[src/rtl/stream_mux_n.sv]
// Registered N-channel stream multiplexer with valid/ready handshakes and fixed-select or round-robin arbitration.
// Define STREAM_MUX_N_CNT_EN to add the 16-bit output handshake counter port xfer_cnt.
module stream_mux_n #(
    parameter int unsigned WIDTH = 8,
    parameter int unsigned NCH   = 4,
    parameter int unsigned SELW  = 2
) (
    input  logic                   clk,
    input  logic                   rst_n,
    input  logic [NCH*WIDTH-1:0]   in_data,
    input  logic [NCH-1:0]         in_valid,
    output logic [NCH-1:0]         in_ready,
    input  logic                   mode,
    input  logic [SELW-1:0]        sel,
    output logic [WIDTH-1:0]       out_data,
    output logic                   out_valid,
    output logic [SELW-1:0]        out_ch,
    input  logic                   out_ready
`ifdef STREAM_MUX_N_CNT_EN
    ,
    output logic [15:0]            xfer_cnt
`endif
);

    localparam int unsigned CNTW = 16;

    logic             free_c;
    logic             grant_vld_c;
    logic [SELW-1:0]  grant_c;
    logic [WIDTH-1:0] grant_data_c;
    logic             load_c;

    logic [SELW-1:0]  ptr_q,       ptr_d;
    logic [WIDTH-1:0] out_data_q,  out_data_d;
    logic [SELW-1:0]  out_ch_q,    out_ch_d;
    logic             out_valid_q, out_valid_d;

    // Arbitration: fixed select or first valid channel scanning from ptr.
    always_comb begin
        int unsigned idx;
        idx          = 0;
        grant_vld_c  = 1'b0;
        grant_c      = '0;
        if (mode) begin
            for (int unsigned i = 0; i < NCH; i++) begin
                idx = 32'(ptr_q) + i;
                if (idx >= NCH) begin
                    idx = idx - NCH;
                end
                if (!grant_vld_c && in_valid[SELW'(idx)]) begin
                    grant_vld_c = 1'b1;
                    grant_c     = SELW'(idx);
                end
            end
        end else begin
            // sel values at or above NCH match no channel, so nothing is granted.
            for (int unsigned k = 0; k < NCH; k++) begin
                if (sel == SELW'(k) && in_valid[k]) begin
                    grant_vld_c = 1'b1;
                    grant_c     = SELW'(k);
                end
            end
        end
    end

    always_comb begin
        grant_data_c = '0;
        for (int unsigned k = 0; k < NCH; k++) begin
            if (grant_c == SELW'(k)) begin
                grant_data_c = in_data[k*WIDTH +: WIDTH];
            end
        end
    end

    assign free_c = !out_valid_q || out_ready;
    assign load_c = free_c && grant_vld_c;

    always_comb begin
        in_ready = '0;
        for (int unsigned k = 0; k < NCH; k++) begin
            in_ready[k] = rst_n && load_c && (grant_c == SELW'(k));
        end
    end

    // Output register and round-robin pointer next state.
    always_comb begin
        ptr_d       = ptr_q;
        out_data_d  = out_data_q;
        out_ch_d    = out_ch_q;
        out_valid_d = out_valid_q;
        if (free_c) begin
            out_valid_d = grant_vld_c;
            if (grant_vld_c) begin
                out_data_d = grant_data_c;
                out_ch_d   = grant_c;
                if (mode) begin
                    ptr_d = (32'(grant_c) == NCH - 1) ? '0 : grant_c + SELW'(1);
                end
            end
        end
    end

    always_ff @(posedge clk or negedge rst_n) begin
        if (!rst_n) begin
            ptr_q       <= '0;
            out_data_q  <= '0;
            out_ch_q    <= '0;
            out_valid_q <= 1'b0;
        end else begin
            ptr_q       <= ptr_d;
            out_data_q  <= out_data_d;
            out_ch_q    <= out_ch_d;
            out_valid_q <= out_valid_d;
        end
    end

    assign out_data  = out_data_q;
    assign out_ch    = out_ch_q;
    assign out_valid = out_valid_q;

`ifdef STREAM_MUX_N_CNT_EN
    logic [CNTW-1:0] xfer_cnt_q, xfer_cnt_d;

    // Output handshakes, wrapping naturally at 16 bits.
    always_comb begin
        xfer_cnt_d = xfer_cnt_q + CNTW'(out_valid_q && out_ready);
    end

    always_ff @(posedge clk or negedge rst_n) begin
        if (!rst_n) begin
            xfer_cnt_q <= '0;
        end else begin
            xfer_cnt_q <= xfer_cnt_d;
        end
    end

    assign xfer_cnt = xfer_cnt_q;
`endif

endmodule
[config.mk]
export PLATFORM = sky130hd
export DESIGN_NAME = stream_mux_n
export DESIGN_NICKNAME = d
export VERILOG_FILES = /design/src/rtl/stream_mux_n.sv
export SDC_FILE = /design/constraint.sdc
export NUM_CORES = 1
export LEC_CHECK = 0
export CORE_MARGIN = 5
export CORE_UTILIZATION = 36
export DETAILED_ROUTE_END_ITERATION = 7
export PLACE_DENSITY = 0.76
export SLEW_MARGIN = 5
export SYNTH_ARGS = -nofsm -noshare
export SYNTH_HDL_FRONTEND = slang
export SYNTH_SLANG_ARGS = --single-unit
[constraint.sdc]
create_clock -name clk -period 2.38 [get_ports clk]
set_input_delay 0.238 -clock clk [delete_from_list [all_inputs] [get_ports clk]]
set_output_delay 0.238 -clock clk [all_outputs]
set_load 0.02 [all_outputs]
=== Yosys cells after proc, flatten, opt, wreduce, memory -nomap -nowiden ===
Cells that the tools add are included.

* Register bits: 13
* Input bits: 42
* Output and inout bits: 15
* Logic and storage cells: 89

* Add/sub/neg operators: 8
* Order comparisons: 8
* Eq/ne operators: 6
* Muxes and demuxes: 41
* Reductions and logical operators: 22

{| class="wikitable"
|+ Operators with widths
! kind !! number
|-
| $mux 2 || 16
|-
| $mux 8 || 4
|-
| $mux 1 || 17
|-
| $logic_and 1x1->1 || 13
|-
| $lt 2x3->1 const B || 4
|-
| $ge 3x3->1 const B || 3
|-
| $bmux 1 s2 || 4
|-
| $eq 2x2->1 const B || 4
|-
| $sub 2x1->2 const B || 4
|-
| $add 2x2->3 const B || 2
|-
| $eq 2x1->1 const B || 2
|-
| $logic_not 1->1 || 4
|-
| $logic_not 2->1 || 2
|-
| $add 2x1->3 const B || 1
|-
| $ge 2x3->1 const B || 1
|-
| $reduce_and 3->1 || 1
|-
| $add 2x1->2 const B || 1
|-
| $reduce_and 2->1 || 1
|-
| $logic_or 1x1->1 || 1
|}

=== Longest topological paths before layout ===
* Depth in word-level cells: 24
* Gate-level depth with buffers: 13
* Depth with buffers taken out: 11

=== Worst setup path after synthesis ===
OpenSTA, ideal clock, no wires.

* Path kind: reg-to-reg
* Start: register ptr_q[0]
* End: register out_data_q[1], in the netlist out_data[1]
* Setup time: 125 ps
* Arrival time: 2,313 ps
* Required time: 2,255 ps
* Path slack: -58 ps
* Cell stages (with the launch flop): 14
* Buffers on the path: 2
* Period minus slack after synthesis: 2,438 ps
* Path through: dfrtp_1 -> buf_2 -> nand2b_1 -> a21boi_0 -> o311ai_0 -> o221a_2 -> inv_1 -> ha_1 -> clkbuf_1 -> nand3b_1 -> a21oi_1 -> a21oi_1 -> o21ai_0 -> mux2_2

* Longest elaborated chain between the ends: 24
* Elaborated cells between the ends (all ways): 55
* Those cells by class: add/sub: 7; order compare: 4; eq/ne: 3; mux: 33; reduce/logical: 8

{| class="wikitable"
|+ Ends and longest elaborated chain
! item !! line !! RTL
|-
| start: declaration || 33 || <nowiki>logic [SELW-1:0] ptr_q, ptr_d;</nowiki>
|-
| start signal: assignment || 110 || <nowiki>ptr_q <= ptr_d;</nowiki>
|-
| $ge 2x3->1 or $sub 2x1->2 (tied branches) || 47, 48 ||
|-
| $mux 2 || 47 || <nowiki>if (idx >= NCH) begin</nowiki>
|-
| $mux 2 || 44 || <nowiki>if (mode) begin</nowiki>
|-
| $bmux 1 s2 || 50 || <nowiki>if (!grant_vld_c && in_valid[SELW'(idx)]) begin</nowiki>
|-
| $mux 1 (implied by the code) || 50 ||
|-
| $mux 1 || 50 ||
|-
| $mux 1 || 44 ||
|-
| $logic_not 1->1 || 50 ||
|-
| [... 7 more ...] || -- ||
|-
| $logic_not 1->1 || 50 ||
|-
| $logic_and 1x1->1 || 50 ||
|-
| $mux 2 (*) || 50 ||
|-
| $mux 2 (*) || 44 ||
|-
| named net grant_c[1] || 29 || <nowiki>logic [SELW-1:0] grant_c;</nowiki>
|-
| $logic_not 2->1 || 69 || <nowiki>if (grant_c == SELW'(k)) begin</nowiki>
|-
| $mux 8 (3 in series) || 69 ||
|-
| $mux 8 (*) || 69 ||
|-
| end signal: assignment || 111 || <nowiki>out_data_q <= out_data_d;</nowiki>
|-
| end: declaration || 34 || <nowiki>logic [WIDTH-1:0] out_data_q, out_data_d;</nowiki>
|}

The timed path passes the listed nets; every way through them passes the cells marked *. The select of a mux whose other input is x is not followed.
A chain may end at the register's enable or synchronous reset.

=== Final worst setup path ===
* Start: register ptr_q[1]
* End: register out_data_q[0], in the netlist out_data[0]

Same word-level chain as after synthesis.

==> qor.csv <==
stage,metric,value,unit
place,DP Area,1870,um^2
cells_and_area,ANT cells,0,
route,Iter 0 DRT Violations,51,
clocking,cts hold-fix bufs,0,
worst_setup_path,Critical Path AT,2610,ps
clocking,H-Tree Depth,1,
clocking,worst skew pair latency,260,ps
yosys,Post-Synth Adder-Cell Area,4.39,%
route,Post-DRT Antenna Nets,0,
floorplanning,Std-Cell Rows,20,
sta,Min Hold Slack,381,ps
floorplanning,initial core utilization,37.3,%
floorplanning,die area,4390,um^2
worst_setup_path,worst-path maximum fanout,9,
place,Routability Congestion,0.965,
yosys,"top cells by area, synth","dfrtp_1 29%, mux2_2 7.9%, mux2_4 7.9%, nor2b_1 5.5%, a221oi_1 5.4%",
cells_and_area,P&R area growth vs syn,81.8,%
cells_and_area,layout cells sized above 1,36.5,%
run_status,violated checks,negative setup slack,
cells_and_area,# nets final,247,
global_route,initial antenna violation count,0,
worst_setup_path,r2r setup slk,-80,ps
clocking,CTS tree,yes,
yosys,largest family of logic cells by synthesized area,compound AO/OA/AOI/OAI gates,
clocking,TritonCTS Buffers,3,
sta,Final Max Tran Viols,0,
route,routed vias/inst,5.14,
worst_setup_path,Reg-to-Reg Start,ptr_q[1],
global_route,GRT Total Usage,17.4,%
place,final HPWL from detailed placement,2890,um
sta,Tcrit/Tclk final,103,%
sta,RSZ-0062 raised after global routing,yes,
clocking,clock root cell,clkbuf_4,
sta,endpoints failing hold,0,
sta,Fmax,407,MHz
yosys,Synth Area in Simple Gates,19.6,%
route,final wirelength,3780,um
floorplanning,Die Ht,66.3,um
yosys,complex-gate fraction of the synthesized area,22.2,%
yosys,Post-synth EDFFs,0,
route,WL per Instance,15.5,um
clocking,CTS Buffer Depth,2,
yosys,yosys warns,0,
yosys,Seq cells post-synth,13,
yosys,Synth Area in XOR/XNOR,0,%
global_route,largest net degree at the start of global routing,17,
yosys,Synth async-reset ratio,100,%
place,Port Buffers,56,
min_path,worst hold path class,in2async,
place,DP Cell Count,235,
worst_setup_path,Reg2Reg Capture Point,out_data[0],
worst_setup_path,worst reg-to-reg path cell count,10,
floorplanning,Die X,66.3,um
route,DR DRC count,0,
global_route,grt total ovfl,0,
sta,Final setup viols,9,
sta,fin crit period,2460,ps
yosys,Mapped Nets,167,
run,max_cap viols,0,
yosys,mux share of post-synthesis cell area,19.5,%
yosys,Yosys top cell area share,28.5,%
route,DR vias,1254,
run_status,outcome,finished with violations,
worst_setup_path,crit path cell chain,mux2i_4 -> mux2_4 -> a21oi_2 -> o221a_4 -> inv_4 -> ha_4 -> buf_8 -> a221oi_2 -> o31ai_1 -> mux2_2,
floorplanning,I/O pins,57,
power_and_ir_drop,power density over the cells,798,nW/um^2
floorplanning,core footprint,3050,um^2
clocking,clk slew on worst S/H paths,70,ps
power_and_ir_drop,Leak,0.865,nW
yosys,post-synth cell types,37,
global_route,global-route wire length before repair,5870,um
clocking,clk sinks,13,
sta,Worst-Margin Slew,307,ps
yosys,Cells after Synth,121,
worst_setup_path,CP max stage delay,480,ps
yosys,sequential area share after synthesis,28.5,%
cells_and_area,Layout Cells excl Fill,244,
yosys,Synth Flop Type,dfrtp_1,
worst_setup_path,Critical Path RT,2530,ps
route,DRT Pass-1 Iters,4,
worst_setup_path,critical path's slowest cell,dfrtp_2,
cells_and_area,"commonest non-fill, non-tap cells in the layout","48 x clkdlybuf4s50_1, 27 x buf_4, 16 x nand2_1",
cells_and_area,# fillers,245,
sta,relative slew slack,79.2,%
yosys,Post-Syn Area,1140,um^2
worst_setup_path,Worst setup SP type,register,
cells_and_area,final instance area,2070,um^2
worst_setup_path,Crit Path Class,reg2reg,
place,pre-CTS WS,-631,ps
global_route,vias in the first global route,1333,
yosys,Yosys top cell by area,dfrtp_1,
sta,Final Skew,1.04,ps
worst_setup_path,CP endpoint kind,register,
power_and_ir_drop,worst vdd ir,0.298,mV
sta,"crit path setup slack, layout",-78.2,ps
yosys,syn_area_per_cell,9.42,um^2
cells_and_area,"commonest non-fill, non-tap cell in the layout",clkdlybuf4s50_1,
[kinds of logic (layout without fill, tap and decap cells)]
kind of cell             Yosys count  count (layout)
AND/OR/NAND/NOR                   43              43
AO/OA/AOI/OAI                     33              33
multiplexers                      17              17
flip-flops                        13              13
buffers and inverters             11              90
adder cells (fa/ha/maj)            4               4
[timing repair]
action                                  4_1_cts  5_1_grt
resized for setup                            45       17
endpoints found under the setup margin       12       12
pin swaps                                     5        8
setup buffers                                 3        2
[flip-flops by register name, indices dropped and copies added, names as in the netlist]
register   flops
out_valid      1
out_data       8
ptr_q          2
out_ch         2
[critical path: cells and delay by family, from the launching register on]
| kind | cells | cell delay [ps] |
|---|---|---|
| buffers and inverters | 2 | 190 |
| adders and majority gates | 1 | 170 |
| AOI/OAI and AO/OA | 4 | 730 |
| DFF | 1 | 480 |
| muxes | 3 | 760 |
[worst max-delay path by stage]
stage                     start     endpoint  cells after the start
floorplan              ptr_q[1]  out_data[4]                     11
global placement    in_valid[3]  out_data[6]                     11
detailed placement  in_valid[2]  out_data[6]                     11
CTS                    ptr_q[1]  out_data[3]                     10
global route           ptr_q[1]  out_data[2]                     10
finish                 ptr_q[1]  out_data[0]                     10
[stage by stage]
stage	total power, mW	util (%)	setup TNS (ps)
final	1.65	67.9	-434
after global routing	1.76	67.9	-1420
after CTS	1.59	65.6	-292
after detailed placement	1.35	61.1	-6300
after floorplan	0.936	-	0
after global placement	1.32	61.1	-5120
[layer usage]
metal  share of wire (%)  GRT usage (%)  up-vias
met1                  39           18.3      590
met4                 1.3           7.11        0
met2                  48           32.1       57
met3                  11           4.76        4
met5                   0              0        -
li1                    -              -      603
[synth_stat cells (2+ instances only)]
library cell  count
inv_1             3
clkbuf_1          3
a221oi_1          7
nand2b_1          3
nor2_1            3
nor2b_1          10
nand3b_1          3
mux2i_1           2
a21oi_1           6
mux2_2            8
nand2_1          16
ha_1              4
and3_1            4
o31ai_1           7
o21ai_0           3
dfrtp_1          13
mux2_4            6
[final cells by class]
type / instances / area [um^2] / share of cell area (%)
clock buffer: 4 / 26.3 / 1.27
inverter: 3 / 13.8 / 0.664
multi-input combinational: 97 / 888 / 42.9
sequential: 13 / 328 / 15.8
tap: 44 / 55.1 / 2.66
timing repair buffer: 83 / 761 / 36.7
[report_power, final]
part	switching, mW	total, mW	internal [mW]
Sequential	0.0780	0.397	0.319
Clock	0.0633	0.128	0.0648
Combinational	0.495	1.13	0.632
Note: power is estimated with default switching activity, not from simulation.
